**src/rtl/multicycle_controller_if.sv**
```systemverilog
// Control bundle between the multicycle controller and the shared datapath.
// The master modport belongs to the controller, and the slave modport belongs to the datapath/memory side.
interface multicycle_controller_if #(
  parameter int CNT_W = 32
);
  // Memory handshake: an access completes in the same cycle that mem_ready is high.
  // The controller holds AdrSrc/MemWrite stable until that cycle.
  logic [6:0]       op;
  logic             zero;
  logic             mem_ready;
  logic             PCWrite;
  logic             AdrSrc;
  logic             MemWrite;
  logic             IRWrite;
  logic             RegWrite;
  logic [1:0]       ResultSrc;
  logic [1:0]       ALUSrcA;
  logic [1:0]       ALUSrcB;
  logic [1:0]       ALUOp;
  logic [1:0]       ImmSrc;
  logic             illegal;
  logic [CNT_W-1:0] instret;

  modport master (
    input  op, zero, mem_ready,
    output PCWrite, AdrSrc, MemWrite, IRWrite, RegWrite,
           ResultSrc, ALUSrcA, ALUSrcB, ALUOp, ImmSrc, illegal, instret
  );

  modport slave (
    output op, zero, mem_ready,
    input  PCWrite, AdrSrc, MemWrite, IRWrite, RegWrite,
           ResultSrc, ALUSrcA, ALUSrcB, ALUOp, ImmSrc, illegal, instret
  );
endinterface

```
**src/rtl/multicycle_controller.sv**
```systemverilog
// Multi-cycle RV32I control FSM: it sequences fetch/decode/execute/memory/writeback on one shared datapath.
// It also keeps a retired-instruction counter and a sticky illegal-opcode flag.
module multicycle_controller #(
  parameter int CNT_W = 32
) (
  input  logic                    clk,
  input  logic                    rst,
  multicycle_controller_if.master bus,
  output logic [3:0]              state_o
);

  localparam logic [6:0] OP_LOAD  = 7'b0000011;
  localparam logic [6:0] OP_STORE = 7'b0100011;
  localparam logic [6:0] OP_RTYPE = 7'b0110011;
  localparam logic [6:0] OP_ITYPE = 7'b0010011;
  localparam logic [6:0] OP_BEQ   = 7'b1100011;
  localparam logic [6:0] OP_JAL   = 7'b1101111;

  typedef enum logic [3:0] {
    S_FETCH    = 4'd0,
    S_DECODE   = 4'd1,
    S_MEMADR   = 4'd2,
    S_MEMREAD  = 4'd3,
    S_MEMWB    = 4'd4,
    S_MEMWRITE = 4'd5,
    S_EXECR    = 4'd6,
    S_EXECI    = 4'd7,
    S_ALUWB    = 4'd8,
    S_BEQ      = 4'd9,
    S_JAL      = 4'd10,
    S_ILLEGAL  = 4'd11
  } state_e;

  state_e           state_q, state_d;
  logic             fetch_q, beq_q, jal_q;
  logic             adr_src_q, mem_write_q, reg_write_q, illegal_q;
  logic [1:0]       result_src_q, alu_src_a_q, alu_src_b_q, alu_op_q;
  logic [CNT_W-1:0] instret_q;
  logic             retire;

  always_comb begin
    state_d = S_FETCH;
    case (state_q)
      S_FETCH:    state_d = bus.mem_ready ? S_DECODE : S_FETCH;
      S_DECODE: begin
        case (bus.op)
          OP_LOAD, OP_STORE: state_d = S_MEMADR;
          OP_RTYPE:          state_d = S_EXECR;
          OP_ITYPE:          state_d = S_EXECI;
          OP_BEQ:            state_d = S_BEQ;
          OP_JAL:            state_d = S_JAL;
          default:           state_d = S_ILLEGAL;
        endcase
      end
      S_MEMADR:   state_d = (bus.op == OP_LOAD) ? S_MEMREAD : S_MEMWRITE;
      S_MEMREAD:  state_d = bus.mem_ready ? S_MEMWB : S_MEMREAD;
      S_MEMWB:    state_d = S_FETCH;
      S_MEMWRITE: state_d = bus.mem_ready ? S_FETCH : S_MEMWRITE;
      S_EXECR:    state_d = S_ALUWB;
      S_EXECI:    state_d = S_ALUWB;
      S_ALUWB:    state_d = S_FETCH;
      S_BEQ:      state_d = S_FETCH;
      S_JAL:      state_d = S_ALUWB;
      S_ILLEGAL:  state_d = S_ILLEGAL;
      default:    state_d = S_FETCH;
    endcase
  end

  // An instruction retires on the edge that takes the FSM back into FETCH from a final state.
  assign retire = (state_q == S_MEMWB) || (state_q == S_ALUWB) || (state_q == S_BEQ) ||
                  ((state_q == S_MEMWRITE) && bus.mem_ready);

  // The outputs are decoded from the next state, so each one is a flop that is valid in its own state.
  always_ff @(posedge clk) begin
    if (rst) begin
      state_q      <= S_FETCH;
      fetch_q      <= 1'b1;
      beq_q        <= 1'b0;
      jal_q        <= 1'b0;
      adr_src_q    <= 1'b0;
      mem_write_q  <= 1'b0;
      reg_write_q  <= 1'b0;
      result_src_q <= 2'b10;
      alu_src_a_q  <= 2'b00;
      alu_src_b_q  <= 2'b10;
      alu_op_q     <= 2'b00;
      illegal_q    <= 1'b0;
      instret_q    <= '0;
    end else begin
      state_q      <= state_d;
      instret_q    <= instret_q + CNT_W'(retire);
      illegal_q    <= illegal_q | (state_d == S_ILLEGAL);
      fetch_q      <= 1'b0;
      beq_q        <= 1'b0;
      jal_q        <= 1'b0;
      adr_src_q    <= 1'b0;
      mem_write_q  <= 1'b0;
      reg_write_q  <= 1'b0;
      result_src_q <= 2'b00;
      alu_src_a_q  <= 2'b00;
      alu_src_b_q  <= 2'b00;
      alu_op_q     <= 2'b00;
      case (state_d)
        S_FETCH: begin
          fetch_q      <= 1'b1;
          result_src_q <= 2'b10;
          alu_src_b_q  <= 2'b10;
        end
        S_DECODE: begin
          alu_src_a_q <= 2'b01;
          alu_src_b_q <= 2'b01;
        end
        S_MEMADR: begin
          alu_src_a_q <= 2'b10;
          alu_src_b_q <= 2'b01;
        end
        S_MEMREAD:  adr_src_q <= 1'b1;
        S_MEMWB: begin
          result_src_q <= 2'b01;
          reg_write_q  <= 1'b1;
        end
        S_MEMWRITE: begin
          adr_src_q   <= 1'b1;
          mem_write_q <= 1'b1;
        end
        S_EXECR: begin
          alu_src_a_q <= 2'b10;
          alu_op_q    <= 2'b10;
        end
        S_EXECI: begin
          alu_src_a_q <= 2'b10;
          alu_src_b_q <= 2'b01;
          alu_op_q    <= 2'b10;
        end
        S_ALUWB:    reg_write_q <= 1'b1;
        S_BEQ: begin
          beq_q       <= 1'b1;
          alu_src_a_q <= 2'b10;
          alu_op_q    <= 2'b01;
        end
        S_JAL: begin
          jal_q       <= 1'b1;
          alu_src_a_q <= 2'b01;
          alu_src_b_q <= 2'b10;
        end
        default: ;
      endcase
    end
  end

  always_comb begin
    bus.ImmSrc = 2'b00;
    case (bus.op)
      OP_STORE: bus.ImmSrc = 2'b01;
      OP_BEQ:   bus.ImmSrc = 2'b10;
      OP_JAL:   bus.ImmSrc = 2'b11;
      default:  bus.ImmSrc = 2'b00;
    endcase
  end

  // PC and IR updates must follow this cycle's memory/compare result, so they remain combinational.
  assign bus.PCWrite   = (fetch_q & bus.mem_ready) | (beq_q & bus.zero) | jal_q;
  assign bus.IRWrite   = fetch_q & bus.mem_ready;
  assign bus.AdrSrc    = adr_src_q;
  assign bus.MemWrite  = mem_write_q;
  assign bus.RegWrite  = reg_write_q;
  assign bus.ResultSrc = result_src_q;
  assign bus.ALUSrcA   = alu_src_a_q;
  assign bus.ALUSrcB   = alu_src_b_q;
  assign bus.ALUOp     = alu_op_q;
  assign bus.illegal   = illegal_q;
  assign bus.instret   = instret_q;
  assign state_o       = state_q;

endmodule

```
**src/flat_wrapper.sv**
```systemverilog
// flat-port wrapper written by rule: the top's interface ports become plain ports
module multicycle_controller_flat 
#(
  parameter int CNT_W = 32
)
  (clk, rst, state_o, bus_op, bus_zero, bus_mem_ready, bus_PCWrite, bus_AdrSrc, bus_MemWrite, bus_IRWrite, bus_RegWrite, bus_ResultSrc, bus_ALUSrcA, bus_ALUSrcB, bus_ALUOp, bus_ImmSrc, bus_illegal, bus_instret);
  multicycle_controller_if #(.CNT_W(CNT_W)) bus_i ();
  input  logic clk;
  input  logic rst;
  output logic [3:0] state_o;
  input wire logic [$bits(bus_i.op)-1:0] bus_op;
  input wire logic [$bits(bus_i.zero)-1:0] bus_zero;
  input wire logic [$bits(bus_i.mem_ready)-1:0] bus_mem_ready;
  output wire logic [$bits(bus_i.PCWrite)-1:0] bus_PCWrite;
  output wire logic [$bits(bus_i.AdrSrc)-1:0] bus_AdrSrc;
  output wire logic [$bits(bus_i.MemWrite)-1:0] bus_MemWrite;
  output wire logic [$bits(bus_i.IRWrite)-1:0] bus_IRWrite;
  output wire logic [$bits(bus_i.RegWrite)-1:0] bus_RegWrite;
  output wire logic [$bits(bus_i.ResultSrc)-1:0] bus_ResultSrc;
  output wire logic [$bits(bus_i.ALUSrcA)-1:0] bus_ALUSrcA;
  output wire logic [$bits(bus_i.ALUSrcB)-1:0] bus_ALUSrcB;
  output wire logic [$bits(bus_i.ALUOp)-1:0] bus_ALUOp;
  output wire logic [$bits(bus_i.ImmSrc)-1:0] bus_ImmSrc;
  output wire logic [$bits(bus_i.illegal)-1:0] bus_illegal;
  output wire logic [$bits(bus_i.instret)-1:0] bus_instret;
  assign bus_i.op = bus_op;
  assign bus_i.zero = bus_zero;
  assign bus_i.mem_ready = bus_mem_ready;
  assign bus_PCWrite = bus_i.PCWrite;
  assign bus_AdrSrc = bus_i.AdrSrc;
  assign bus_MemWrite = bus_i.MemWrite;
  assign bus_IRWrite = bus_i.IRWrite;
  assign bus_RegWrite = bus_i.RegWrite;
  assign bus_ResultSrc = bus_i.ResultSrc;
  assign bus_ALUSrcA = bus_i.ALUSrcA;
  assign bus_ALUSrcB = bus_i.ALUSrcB;
  assign bus_ALUOp = bus_i.ALUOp;
  assign bus_ImmSrc = bus_i.ImmSrc;
  assign bus_illegal = bus_i.illegal;
  assign bus_instret = bus_i.instret;
  multicycle_controller #(.CNT_W(CNT_W)) u_core (.clk(clk), .rst(rst), .bus(bus_i), .state_o(state_o));
endmodule
```
**config.mk**
```make
export PLATFORM = sky130hd
export DESIGN_NAME = multicycle_controller_flat
export DESIGN_NICKNAME = d
export VERILOG_FILES = /design/src/rtl/multicycle_controller_if.sv /design/src/rtl/multicycle_controller.sv /design/src/flat_wrapper.sv
export SDC_FILE = /design/constraint.sdc
export NUM_CORES = 1
export LEC_CHECK = 0
export ABC_AREA = 1
export ABC_CLOCK_PERIOD_IN_PS = 2700
export BUFFER_PORTS_ARGS = -buffer_cell sky130_fd_sc_hd__buf_2
export CAP_MARGIN = 25
export CORE_MARGIN = 3
export CORE_UTILIZATION = 25
export CTS_BUF_LIST = sky130_fd_sc_hd__clkbuf_8
export CTS_CLUSTER_SIZE = 30
export DETAILED_ROUTE_END_ITERATION = 8
export GPL_TIMING_DRIVEN = 0
export PLACE_DENSITY = 0.41
export SYNTH_ARGS = -nofsm -noshare
export SYNTH_HDL_FRONTEND = slang
export SYNTH_SLANG_ARGS = --single-unit
```
**constraint.sdc**
```tcl
create_clock -name clk -period 2.7 [get_ports clk]
set_clock_uncertainty 0.05 [all_clocks]
set_input_delay 0.27 -clock clk [delete_from_list [all_inputs] [get_ports clk]]
set_output_delay 0.27 -clock clk [all_outputs]
set_load 0.01 [all_outputs]
```
# After elaboration in Yosys (flattened, before gate mapping)
# Cells that the tools add are included.
# op_classes
n_addsub	1
mul	0
n_div	0
magnitude_cmp	0
n_eq_ne	28
n_shift	0
n_mux	17
n_bitwise	5
reduce_logical	15
# ops
cell	count
adder 32 x 1 -> 32 bit	1
equality test 4 x 3 -> 1 bit, second input constant	8
equality test 4 bit, second input constant	8
one-hot mux 4 bit (7 select lines)	1
one-hot mux 4 bit (5 select lines)	1
equality test 4 x 2 -> 1 bit, second input constant	4
one-hot mux 2 bit (2 select lines)	4
equality test 7 x 6 -> 1 bit, second input constant	2
equality test 7 bit, second input constant	2
OR reduction 2 bit	6
two-way mux 3 bit	3
equality test 4 x 1 -> 1 bit, second input constant	2
logical NOT 4 bit	2
equality test 7 x 2 -> 1 bit, second input constant	1
equality test 7 x 5 -> 1 bit, second input constant	1
two-way mux 1 bit	7
one-hot mux 2 bit (3 select lines)	1
OR reduction 3 bit	2
OR reduction 4 bit	1
logical OR 1 bit	3
bitwise OR 1 bit	3
bitwise AND 1 bit	2
logical AND 1 bit	1
# word_totals
register_bits	51
latchBits	0
ram_bits	0
mem_bits_ro	0
in_bits	11
out_inout_bits	52
n_memories	0

# Longest topological paths before layout
# Gate-level depths: netlist of run 1.
# logic_depth
word_depth	7
mapped_depth	15
depth_no_buf	15

# Least setup slack after synthesis of run 1
# No wires, ideal clock.
# synth_path
path_type	register to register
startpoint	register u_core.state_q[3] (netlist: u_core.state_o[3])
endpoint	register u_core.instret_q[18] (netlist: u_core.bus.instret[18])
t_arrival_ns	1.941
t_required_ns	2.534
path_slack_ns	0.593
path_stages_with_launch	16
synth_period_minus_slack_ns	2.107
cell_sequence	dfxtp_1 nor2_2 inv_1 nand2_1 o21ai_0 ha_1 ha_1 nand2_2 nor2_4 nand2_2 nor2_4 nand2_2 nor3_4 nand2_1 nand2_1 a21oi_1
# synth_between
elab_chain_len	5
word_cells_on_any_way	9
cone_classes	add/sub (1); eq/ne (4); reduce/logical (4)
# synth_rtl
element	line	rtl
from (decl)	multicycle_controller.sv:34	state_e state_q, state_d;
from (signal assigned)	multicycle_controller.sv:90	state_q <= state_d;
equality test 4 x 3 -> 1 bit or equality test 4 bit (tied branches)	multicycle_controller.sv:70	assign retire = (state_q == S_MEMWB) || (state_q == S_ALUWB) || (state_q == S_BEQ) ||
logical OR 1 bit (2 in a row)	multicycle_controller.sv:70	
logical OR 1 bit *	multicycle_controller.sv:70	
adder 32 x 1 -> 32 bit *	multicycle_controller.sv:91	instret_q <= instret_q + CNT_W'(retire);
to (signal assigned)	multicycle_controller.sv:91	
to (decl)	multicycle_controller.sv:38	logic [CNT_W-1:0] instret_q;
# Every way passes the cells marked *; elsewhere a longest branch is shown, timed or not.
# A chain may end at the register's enable or synchronous reset.

# Worst setup path after layout of run 1
# Same ends and word-level chain as after synthesis.

==> results.yml, run 1 <==
outcome:
  status: "finished clean"
cts:
  clkSinkCount: 50
  insertion_delay_ps: 310
  postCtsHoldBufs: 0
  htreeDepth: 2
  cts_tree: "yes"
  root_buffer: "clkbuf_8"
  clk_pin_slew_worst_paths_ps: 100
  clock_path_buffers: 2
  cts_made_buffers: 5
die:
  fp-row-count: 35
  start_util: 0.264
  die_h_um: 106
  placeableCoreArea_mm2: 0.00950
  die_w_um: 106
  io_pins: 63
  dieArea_mm2: 0.0113
synthesis:
  syn-num-nets: 387
  synth_cells: 374
  ys_ff_latch: 50
  synth_top_area_share: 0.399
  yosysWarnings: 0
  yosysSeqAreaShare: 0.399
  yosys.area.top_type: "dfxtp_1"
  synthesis.area_mm2: 0.00251
  ys_types: 29
  syn_area_per_cell_um2: 6.71
  ys_top_cells_by_area: "dfxtp_1 (40%), nand2_1 (14%), nor2_1 (8.5%), inv_1 (7.2%), a21oi_1 (4.6%)"
worst_setup_path:
  cp.arrival_ps: 2600
  endpoint_kind: "flip-flop"
  worstSetupStartpointType: "flip-flop"
  required_ps: 2850
  crit_start: "u_core.state_o[3]$_SDFF_PP0_"
  crit_fanout: 5
  timing.rr.start: "u_core.state_o[3]$_SDFF_PP0_"
  crit_type: "reg2reg"
detailed_routing:
  drt-wirelength-per-cell_um: 12.6
  viasPerCell: 4.31
  first_pass_iters: 4
  antenna_left: 0
  drtIter0Drc: 86
  remaining_drc_errors: 0
  via_count: 2471
  totalWireLength_um: 7200
global_route:
  track_usage: 0.130
  overflow: 0
  use_met1: 0.182
  grt_max_degree: 17
  use_met3: 0.0273
  grt_antenna_before_repair: 0
  first_global_vias: 2371
  grt_pass1_wl_um: 11800
  met2_usage: 0.203
  gr-max-usage-layer: "met2"
timing:
  finalCriticalPeriod_ps: 2450
  slew_violations: 0
  setup_violations: 0
  worst_pin_slew_ps: 673
  max_freq_ghz: 0.408
  finalSetupTns_ps: 0
  post-route-period-util: 0.907
  relSlewSlack: 0.551
  hold_viol_final: 0
  rsz0062_at_grt: "no"
place:
  numPortBuffers: 62
  placed_cells: 565
  gp_congestion: 0.864
  dp_hpwl_um: 5810
min_path:
  hp-start: "bus_mem_ready"
  hold_path_class: "in2reg"
finish:
  antenna_cells: 0
  final_cells: 573
  syn2layout_area_growth_pct: 23.3
  drive_gt1_frac: 0.218
  nets: 456
  fill_cells: 1085
  post-route-util: 0.326
pwr:
  finalPower_mw: 1.84
  p_comb_frac: 0.242
  switching_share: 0.325
  power_density_mw_per_mm2: 593
  power.internal_mw: 1.24
  p_leak_nw: 1.37
  power_switching_mw: 0.596
  clkPwrFrac: 0.299
  share_seq_of_total_power: 0.459
  ir_drop_mv: 0.196
run:
  drv_cap: 0
flip-flops by register name, indices dropped and copies added, names as in the netlist:
| signal | flops |
|---|---|
| u_core.beq_q | 1 |
| u_core.state_o | 4 |
| u_core.bus.instret | 32 |
| u_core.bus.AdrSrc | 1 |
| u_core.bus.RegWrite | 1 |
| u_core.bus.ALUSrcB | 2 |
| u_core.bus.ALUOp | 2 |
| u_core.bus.MemWrite | 1 |
| u_core.bus.ALUSrcA | 2 |
| u_core.jal_q | 1 |
| u_core.bus.ResultSrc | 2 |
| u_core.bus.illegal | 1 |
critical path, cell delays in order, from the launching register on:
cell	delay [ps]
dfxtp_1	450
nor2_2	80
inv_1	70
nand2_1	70
o21ai_1	200
ha_1	230
ha_1	250
nand2_2	110
nor2_4	140
nand2_2	100
nor2_4	130
nand2_2	100
nor3_4	160
nand2_1	70
nand2_1	60
a21oi_1	40
per-layer routing:
layer | part of all wire | routed length [um]
met4 | 0.012 | 87
met1 | 0.51 | 3700
met2 | 0.43 | 3090
met3 | 0.045 | 324
met5 | 0 | 0
through the flow:
stage | setup WS [ps] | hold slack, ps | instance area (um2)
6_report | 251 | 249 | 3090
5_1_grt | 38.2 | 274 | 3090
4_1_cts | 131 | 250 | 3090
3_5_place_dp | 162 | 419 | 2980
3_3_place_gp | 154 | 409 | 2980
2_1_floorplan | 593 | 381 | 2510
cells in the final DEF (no fill, tap or decap), drive strengths merged, types with 8 or more instances in the layout:
cell type  count
nor2          63
nand4          9
o21ai          9
or2            8
inv           52
a21oi         23
nand3         23
dfxtp         50
nor3          18
clkbuf         9
nand2        101
buf           63
power by group through the flow:
stage | Combinational (mW) | Sequential, mW | Clock [mW]
2_1_floorplan | 0.262 | 0.889 | 0
3_3_place_gp | 0.444 | 0.862 | 0
3_5_place_dp | 0.444 | 0.862 | 0
4_1_cts | 0.446 | 0.845 | 0.566
5_1_grt | 0.504 | 0.855 | 0.600
6_report | 0.445 | 0.843 | 0.548
kinds of logic (layout without fill, tap and decap cells):
kind of cell	count (synthesis)	count (layout)	share of synthesized area
adders and majority gates	2	2	0.00997
buffers and inverters	56	126	0.0852
DFF	50	50	0.399
AOI/OAI and AO/OA	34	34	0.0713
and+or+nand+nor	227	227	0.417
xor gates and xnor gates	5	5	0.0174
what timing repair did:
item / 4_1_cts / 5_1_grt
buffers inserted: 0 / 0
gates resized for setup: 0 / 1
setup endpoints to repair: 0 / 3
cell type report:
| cell class | instances | area (um2) | area share |
|---|---|---|---|
| timing repair buffer | 62 | 310 | 0.100 |
| clock inverter | 3 | 43.8 | 0.0142 |
| inverter | 51 | 191 | 0.0619 |
| multi-input combinational | 268 | 1290 | 0.419 |
| clock buffer | 5 | 68.8 | 0.0222 |
| tap | 129 | 161 | 0.0522 |
| sequential | 50 | 1000 | 0.323 |
| buffer | 5 | 22.5 | 0.00728 |
final timing paths:
path	endpoint	slack (ps)	cells after the start
hold reg to reg	u_core.bus.illegal$_SDFF_PP0_	430	2
setup / recovery	u_core.bus.instret[18]$_SDFF_PP0_	250	15
setup reg to reg	u_core.bus.instret[18]$_SDFF_PP0_	250	15
hold / removal	u_core.bus.ResultSrc[0]$_SDFF_PP0_	250	3
cells in the mapped netlist, drive strengths merged:
master and instances:
nand3b 3, a21oi 23, nor3 18, o21a 2, nand2 101, ha 2
or2 8, buf 1, and3 1, dfxtp 50, nor3b 1, clkbuf 4
xor2 4, xnor2 1, o21ai 9, nand4 9, nor2 63, inv 51
nand3 23
(Power assumes the default switching activity.)
==> inputs of run 2 (changes only) <==
--- a/config.mk
+++ b/config.mk
@@ -6,7 +6,7 @@
 export NUM_CORES = 1
 export LEC_CHECK = 0
 export ABC_AREA = 1
-export ABC_CLOCK_PERIOD_IN_PS = 2700
+export ABC_CLOCK_PERIOD_IN_PS = 2160
 export BUFFER_PORTS_ARGS = -buffer_cell sky130_fd_sc_hd__buf_2
 export CAP_MARGIN = 25
 export CORE_MARGIN = 3
@@ -15,7 +15,7 @@
 export CTS_CLUSTER_SIZE = 30
 export DETAILED_ROUTE_END_ITERATION = 8
 export GPL_TIMING_DRIVEN = 0
-export PLACE_DENSITY = 0.41
+export PLACE_DENSITY = 0.42
 export SYNTH_ARGS = -nofsm -noshare
 export SYNTH_HDL_FRONTEND = slang
 export SYNTH_SLANG_ARGS = --single-unit
==> constraint.sdc (replaced) <==
create_clock -name clk -period 2.16 [get_ports clk]
set_clock_uncertainty 0.05 [all_clocks]
set_input_delay 0.216 -clock clk [delete_from_list [all_inputs] [get_ports clk]]
set_output_delay 0.216 -clock clk [all_outputs]
set_load 0.01 [all_outputs]
==> run 2 against run 1 <==
Via count rose by 3.6%. Final cell count is 1.2% higher. Global-route usage rose by 0.30 points. Worst hold slack worse by 22 ps. Wire length up 0.67%. Maximum frequency rose by 19%. Clock power up 9.1%. First-iteration DRC count increased by 24%. Critical path depth unchanged. Register-to-register slack got worse by 140 ps. Sequential power increased by 27%. Die area unchanged. Critical path type unchanged. Largest cell class unchanged. Largest power group unchanged.
==> results.yml, run 2 (synthesis gave the netlist of run 1 again) <==
worst_setup_path:
  r2r_cells: 15
  crit_chain: "nor2_4, inv_2, nand2_2, o21ai_2, ha_2, ha_4, nand2_4, nor2_4, nand2_4, nor2_4, nand2_4, nor3_4, nand2_1, nand2_1, a21oi_1"
  slowest_delay_ps: 410
  worstSetupStartpointType: "flip-flop"
  endpoint_kind: "flip-flop"
  cp.arrival_ps: 2220
  cp.depth: 15
  required_ps: 2330
  slowest_stage: "dfxtp_4"
  crit_fanout: 5
  crit_type: "reg2reg"
  critPathTopFamily: "simple AND/OR/NAND/NOR gates"
  worstPathBufferInverterCount: 1
min_path:
  hold_path_class: "in2reg"
  hold_path_depth: 3
cts:
  cts_tree: "yes"
  htreeDepth: 2
  postCtsHoldBufs: 0
  root_buffer: "clkbuf_8"
  clk_pin_slew_worst_paths_ps: 110
  clock_path_buffers: 2
  cts_made_buffers: 5
  insertion_delay_ps: 310
  clkSinkCount: 50
pwr:
  ir_drop_mv: 0.256
  p_leak_nw: 1.46
  finalPower_mw: 2.26
  power_density_mw_per_mm2: 698
detailed_routing:
  antenna_left: 0
  first_pass_iters: 4
  viasPerCell: 4.41
  totalWireLength_um: 7250
  drtIter0Drc: 107
  drt-wirelength-per-cell_um: 12.5
  remaining_drc_errors: 0
  via_count: 2559
timing:
  worst_pin_slew_ps: 712
  slew_violations: 0
  hold_slack_ps: 227
  setup_slack_ps: 107
  setup_violations: 0
  rsz0062_at_grt: "yes"
  max_freq_ghz: 0.487
  hold_viol_final: 0
  post-route-period-util: 0.950
  relSlewSlack: 0.525
  finalCriticalPeriod_ps: 2050
die:
  io_pins: 63
  start_util: 0.264
  placeableCoreArea_mm2: 0.00950
  dieArea_mm2: 0.0113
  die_h_um: 106
  die_w_um: 106
  fp-row-count: 35
run:
  drv_cap: 0
global_route:
  grt_antenna_before_repair: 0
  overflow: 0
  track_usage: 0.133
  grt_max_degree: 19
  grt_pass1_wl_um: 11900
  first_global_vias: 2400
finish:
  final_cells: 580
  layout_common_cells: "nand2_1 (94), buf_2 (62), nor2_1 (54)"
  post-route-util: 0.340
  antenna_cells: 0
  nets: 463
  syn2layout_area_growth_pct: 28.9
  layout_commonest_cell: "nand2_1"
  largest_register_ffs: 32
  drive_gt1_frac: 0.273
place:
  placed_cells: 565
  numPortBuffers: 62
  dp_hpwl_um: 5780
  dpl_worst_slack_ps: -396
  gp_congestion: 0.797
outcome:
  status: "finished clean"
==> run 2: cell types whose count changed in the layout (fill, tap and decap cells not counted), sizes merged <==
cell	before	now
buf	63	70
bufinv	1	0
inv	52	54
clkinv	1	0
==> run 2: report_power, final <==
| group | leakage [nW] | internal [mW] | switching [mW] | total (mW) |
|---|---|---|---|---|
| clock network | 0.0495 | 0.241 | 0.357 | 0.598 |
| logic | 1.00 | 0.212 | 0.376 | 0.588 |
| registers | 0.407 | 1.02 | 0.0536 | 1.07 |
| total | 1.46 | 1.47 | 0.787 | 2.26 |
==> run 2: worst register-to-register path, cell delays in order, from the launching register on <==
cell and delay, ps:
dfxtp_4 410, nor2_4 50, inv_2 50, nand2_2 60, o21ai_2 160, ha_2 220
ha_4 150, nand2_4 60, nor2_4 150, nand2_4 80, nor2_4 150, nand2_4 80
nor3_4 140, nand2_1 70, nand2_1 60, a21oi_1 40
==> run 2: cell type report <==
cell class                 count  area (um2)
buffer                         5        22.5
inverter                      51         191
tap                          129         161
sequential                    50        1010
timing repair buffer          69         363
multi-input combinational    268        1390
fill                        1088        6270
clock buffer                   5        68.8
clock inverter                 3        26.3
==> run 2: metrics by stage <==
stage / TNS (ps) / instance area [um2]
final: 0 / 3240
after global routing: -125 / 3240
after CTS: 0 / 3150
after detailed placement: -2970 / 2980
after global placement: -3000 / 2980
after floorplan: 0 / 2510
==> run 2: routing by layer <==
layer | vias to the layer above | part of all wire | GRT usage
li1 | 1331 | - | -
met1 | 1164 | 0.51 | 0.185
met2 | 59 | 0.43 | 0.212
met3 | 5 | 0.048 | 0.0261
met4 | 0 | 0.0099 | 0.0333
met5 | - | 0 | 0
==> run 2: path summary, 6_finish.rpt <==
path,start,to,slack [ps]
max,u_core.state_o[3]$_SDFF_PP0_,u_core.bus.instret[18]$_SDFF_PP0_,110
min,bus_mem_ready,u_core.bus.ResultSrc[0]$_SDFF_PP0_,230
max reg2reg,u_core.state_o[3]$_SDFF_PP0_,u_core.bus.instret[18]$_SDFF_PP0_,110
min reg2reg,u_core.bus.instret[31]$_SDFF_PP0_,u_core.bus.instret[31]$_SDFF_PP0_,430
==> run 2: timing repair <==
| action | CTS | global route |
|---|---|---|
| setup endpoints to repair | 22 | 16 |
| pin swaps | 4 | 5 |
| resized for setup | 18 | 15 |
| setup buffers | 4 | 3 |
